[src/rtl/hp_pkg.sv]
// Shared types and constants for the lane-stripe mover and its speed stage.
package hp_pkg;

  localparam int unsigned SPEED_W = 2;
  localparam int unsigned KEY_W   = 8;
  localparam int unsigned DIFF_W  = 11;

  localparam logic [KEY_W-1:0] DEF_KEY_ACCEL = 8'h1A;
  localparam logic [KEY_W-1:0] DEF_KEY_BRAKE = 8'h16;

  typedef enum logic [1:0] {
    IDLE  = 2'd0,
    ACCEL = 2'd1,
    BRAKE = 2'd2,
    COAST = 2'd3
  } speed_state_t;

endpackage

[src/rtl/speed_ctrl.sv]
// Keycode-driven scroll speed ramp feeding the lanes block, one update per frame.
// Optional distance accumulator enabled by defining SPEED_CTRL_ODOMETER_EN.
module speed_ctrl
  import hp_pkg::*;
#(
  parameter logic [KEY_W-1:0] KEY_ACCEL    = DEF_KEY_ACCEL,
  parameter logic [KEY_W-1:0] KEY_BRAKE    = DEF_KEY_BRAKE,
  parameter int unsigned      MAX_SPEED    = 3,
  parameter int unsigned      ACCEL_FRAMES = 30,
  parameter int unsigned      BRAKE_FRAMES = 8,
  parameter int unsigned      COAST_FRAMES = 60
) (
  input  logic              frame_clk,
  input  logic              Reset,
  input  logic [KEY_W-1:0]  keycode,
  output logic [DIFF_W-1:0] diff,
  output logic              moving,
  output logic [2:0]        state_dbg,
  output logic [15:0]       odometer
);

  localparam logic [SPEED_W-1:0] SPEED_TOP  = SPEED_W'(MAX_SPEED);
  localparam logic [7:0]         ACCEL_LAST = 8'(ACCEL_FRAMES - 1);
  localparam logic [7:0]         BRAKE_LAST = 8'(BRAKE_FRAMES - 1);
  localparam logic [7:0]         COAST_LAST = 8'(COAST_FRAMES - 1);

  speed_state_t       state, state_next;
  logic [SPEED_W-1:0] speed, speed_next;
  logic [7:0]         cnt, cnt_next;
  logic               acc, brk;

  always_ff @(posedge frame_clk) begin
    if (Reset) begin
      state <= IDLE;
      speed <= '0;
      cnt   <= '0;
    end else begin
      state <= state_next;
      speed <= speed_next;
      cnt   <= cnt_next;
    end
  end

  always_comb begin
    acc        = (keycode == KEY_ACCEL);
    brk        = (keycode == KEY_BRAKE);
    state_next = state;
    speed_next = speed;
    cnt_next   = cnt;

    if (brk)             state_next = BRAKE;
    else if (acc)        state_next = ACCEL;
    else if (speed == 0) state_next = IDLE;
    else                 state_next = COAST;

    // Any state change discards partial frame progress; speed only moves while dwelling.
    if (state_next != state) begin
      cnt_next = '0;
    end else begin
      unique case (state)
        ACCEL: begin
          if (speed == SPEED_TOP)       cnt_next = '0;
          else if (cnt == ACCEL_LAST) begin
            speed_next = speed + 1'b1;
            cnt_next   = '0;
          end else                      cnt_next = cnt + 1'b1;
        end
        BRAKE, COAST: begin
          if (speed == 0)               cnt_next = '0;
          else if (cnt == ((state == BRAKE) ? BRAKE_LAST : COAST_LAST)) begin
            speed_next = speed - 1'b1;
            cnt_next   = '0;
          end else                      cnt_next = cnt + 1'b1;
        end
        default:                        cnt_next = '0;
      endcase
    end
  end

  assign diff      = {{(DIFF_W - SPEED_W){1'b0}}, speed};
  assign moving    = (speed != '0);
  assign state_dbg = {1'b0, state};

`ifdef SPEED_CTRL_ODOMETER_EN
  logic [15:0] odo_q;
  logic [16:0] odo_sum;

  assign odo_sum = {1'b0, odo_q} + 17'(speed);

  always_ff @(posedge frame_clk) begin
    if (Reset) odo_q <= '0;
    else       odo_q <= odo_sum[16] ? '1 : odo_sum[15:0];
  end

  assign odometer = odo_q;
`else
  assign odometer = '0;
`endif

endmodule

[config.mk]
export PLATFORM = sky130hd
export DESIGN_NAME = speed_ctrl
export DESIGN_NICKNAME = d
export VERILOG_FILES = /design/src/rtl/hp_pkg.sv /design/src/rtl/speed_ctrl.sv
export SDC_FILE = /design/constraint.sdc
export NUM_CORES = 1
export LEC_CHECK = 0
export BUFFER_PORTS_ARGS = -buffer_cell sky130_fd_sc_hd__buf_2
export CAP_MARGIN = 40
export CORE_MARGIN = 1
export CORE_UTILIZATION = 28
export DETAILED_ROUTE_END_ITERATION = 8
export GPL_TIMING_DRIVEN = 1
export PLACE_DENSITY = 0.55
export SETUP_SLACK_MARGIN = 0.5
export SYNTH_ARGS = -nofsm -noshare
export SYNTH_HDL_FRONTEND = slang
export SYNTH_SLANG_ARGS = --single-unit
[constraint.sdc]
create_clock -name frame_clk -period 1.77 [get_ports frame_clk]
set_input_delay 0 -clock frame_clk [delete_from_list [all_inputs] [get_ports frame_clk]]
set_output_delay 0 -clock frame_clk [all_outputs]
set_load 0.02 [all_outputs]
==> run_results.csv <==
group,metric,value,unit
finish,seq_area,249.0,sq um
worst_setup_path,critPathRequiredTime,1.99,ns
global_routing,gr-usage-all-layers,10.69,%
clocking,cts_buffers,3,
worst_setup_path,crit_chain,"inv_2 -> ha_4 -> nor4b_4 -> nand4_1 -> mux2_4 -> or4_4 -> a21oi_2",
worst_setup_path,critPathArrivalTime,2.00,ns
synthesis,synth_area_leaders,"dfxtp_1 (26%), buf_4 (21%), nor2_1 (5.2%)",
global_routing,first_global_vias,679,
global_routing,grt_pass1_wl,2918,um
floorplan,die_x,59.70,um
timing,rsz0062_at_grt,"true",
timing,worst_hold_slack,0.03309,ns
routing,drtIter0Drc,67,
clocking,cts_sinks,12,
pwr,powerDensity,491.9,nW/um^2
worst_setup_path,max_stage_delay,0.49,ns
worst_setup_path,path_class,"reg -> reg",
placement,io_buffers,14,
clocking,clk_pin_slew,0.08,ns
pwr,ir_drop,0.2579,mV
finish,layout.cells.non_filler,188,
clocking,clock_path_buffers,2,
global_routing,grt_max_degree,9,
global_routing,grt_overflow,0,
timing,period_share,101.0,%
floorplan,floorplan.die.height,59.70,um
synthesis,synth_common_cells,"buf_4 (26), nor2_1 (13), dfxtp_1 (12), nand3_1 (6), a21oi_1 (5)",
synthesis,synth_cell_type_count,35,
synthesis,synth_top_cell_by_area,"dfxtp_1",
worst_setup_path,r2r_cells,7,
clocking,ctsHtreeMaxLevel,1,
placement,hpwl,1364,um
timing,slew_violations,0,
finish,final_area,1177,sq um
timing,fmax,559.2,MHz
synthesis,ys_warn_count,0,
routing,vias,816,
synthesis,ys_ff_latch,12,
synthesis,netlist_area,932.1,sq um
timing,skew,0.006276,ns
finish,antenna_cells,0,
synthesis,synth_top_flop_cell,"dfxtp_1",
worst_setup_path,startpoint_type,"flip-flop",
routing,ant_nets,0,
synthesis,netlist_instances,113,
worst_setup_path,cp-end-kind,"flip-flop",
min_path,min_to,"state[1]$_SDFF_PP0_",
finish,drive_above_1_share,36.81,%
floorplan,num_rows,20,
status,outcome,"complete, but fails checks",
min_path,hold_start,"keycode[2]",
floorplan,die_area,3564,sq um
synthesis,post-synth-top-count-cell,"buf_4",
min_path,hp-class,"in -> reg",
synthesis,syn_avg_cell_area,8.249,sq um
timing,period_needed,1.788,ns
floorplan,core_area,3103,sq um
status,failed_checks,"setup timing",
finish,num-nets-final,157,
worst_setup_path,slowest_stage,"or4_4",
pwr,leakage,0.5219,nW
timing,setup_tns,-0.01820,ns
synthesis,synthArstFlopShare,0,%
synthesis,synth_edf_count,0,
finish,area_growth,26.31,%
synthesis,netlist.area_leader.share,25.77,%
routing,drc,0,
placement,gp_congestion,0.7707,
timing,hold_viol,0,
worst_setup_path,worst-r2r-setup-slack,-0.02,ns
timing,final-setup-viol-count,1,
finish,multiInputGateArea,625.6,sq um
placement,place_area,1026,sq um
global_routing,antenna_found_initial,0,
routing,wl,1961,um
routing,wl_per_cell,10.43,um
clocking,clkLatencyLatePin,0.28,ns
worst_setup_path,regToRegStartpoint,"cnt[1]$_SDFF_PP0_",
min_path,whs_path_depth,3,
job,drv_cap,0,
routing,vias_per_cell,4.340,
clocking,cts_root_buf,"clkbuf_4",
finish,n_fill_cell,335,
routing,dr.pass1.iters,4,
floorplan,start_util,30.04,%
timing,postLayoutSetupSlackWorst,-0.01820,ns
floorplan,io_pins,41,
placement,dp.cells,178,
synthesis,ys_seq_area_share,25.77,%
clocking,cts_tree,"built",
worst_setup_path,cp_max_fo,2,
worst_setup_path,reg2reg_to,"speed[1]$_SDFFE_PP0P_",
-- kinds of logic (layout without fill, tap and decap cells) --
group	Yosys count	after routing	share of synthesized area, %
AND/OR/NAND/NOR	38	38	23.76
multiplexers	1	1	1.208
buffers and inverters	32	38	24.16
other	1	26	0.4023
AO/OA/AOI/OAI	20	20	15.44
adder cells (fa/ha/maj)	2	2	2.684
XOR/XNOR	7	7	6.577
flip-flops	12	12	25.77
-- state kept, by name (all words and copies together), names as in the netlist --
name / cells
cnt: 8
speed: 2
state: 2
-- power by group --
part / switching (mW) / total, mW / internal (mW)
clock network: 0.0963 / 0.221 / 0.125
logic: 0.0674 / 0.0872 / 0.0198
registers: 0.00136 / 0.271 / 0.269
-- metal layers --
metal / GRT usage [%] / share of wire (%)
met5: 0 / 0
met4: 0.9967 / 0
met3: 3.896 / 5.9
met2: 19.21 / 52
met1: 12.50 / 42
-- placed cells by master, fill, tap and decap left out, types with 2 or more instances in the layout --
master	instances
nor2_1	12
a21oi_1	4
nand3_1	5
ha_4	2
o31ai_1	2
clkbuf_4	3
dfxtp_2	4
and2b_1	2
and3_1	2
nor4bb_1	2
conb_1	26
xor2_1	4
buf_2	14
dfxtp_1	7
a31oi_1	2
or4_4	2
xnor2_1	3
inv_1	3
buf_4	14
o211ai_1	2
nand2_1	3
-- area by class of cell --
| class | count | area share (%) |
|---|---|---|
| clock buffer | 4 | 3.082 |
| inverter | 4 | 1.275 |
| multi-input combinational | 94 | 53.13 |
| sequential | 12 | 21.15 |
| tap | 44 | 4.676 |
| timing repair buffer | 30 | 16.68 |
-- worst max-delay path: cells and delay by family (launching register included) --
family / cells / cell delay (ns)
AO/OA/AOI/OAI: 1 / 0.14
adder cells (fa/ha/maj): 1 / 0.11
buffers and inverters: 1 / 0.06
flip-flops: 1 / 0.33
multiplexers: 1 / 0.30
AND/OR/NAND/NOR: 3 / 0.81
-- what timing repair did --
item                                   CTS  global route
hold buffers                             1             0
setup buffers                            5             0
gates resized for setup                 12             6
pin swaps                               10             6
endpoints found under the hold margin    4             0
setup endpoints to repair               12            12
-- per-stage QoR --
| step | total power, mW | util, % | setup WS (ns) |
|---|---|---|---|
| 2_1_floorplan | 0.3846 | - | 0.02501 |
| 3_3_place_gp | 0.3574 | 33.06 | 0.03490 |
| 3_5_place_dp | 0.3582 | 33.06 | -0.02882 |
| 4_1_cts | 0.5878 | 37.22 | 0.01605 |
| 5_1_grt | 0.6071 | 37.94 | -0.1043 |
| 6_report | 0.5791 | 37.94 | -0.01820 |
-- how the worst max path moves through the flow --
stage,start,endpoint,slack [ns],depth (start not counted)
after floorplan,state[1]$_SDFF_PP0_,speed[0]$_SDFFE_PP0P_,0.03,6
after global placement,cnt[1]$_SDFF_PP0_,speed[1]$_SDFFE_PP0P_,0.03,7
after detailed placement,cnt[1]$_SDFF_PP0_,speed[1]$_SDFFE_PP0P_,-0.03,7
after CTS,cnt[1]$_SDFF_PP0_,speed[1]$_SDFFE_PP0P_,0.02,7
after global routing,cnt[1]$_SDFF_PP0_,speed[1]$_SDFFE_PP0P_,-0.10,7
final,cnt[1]$_SDFF_PP0_,speed[1]$_SDFFE_PP0P_,-0.02,7
Note: power is estimated with default switching activity, not from simulation.
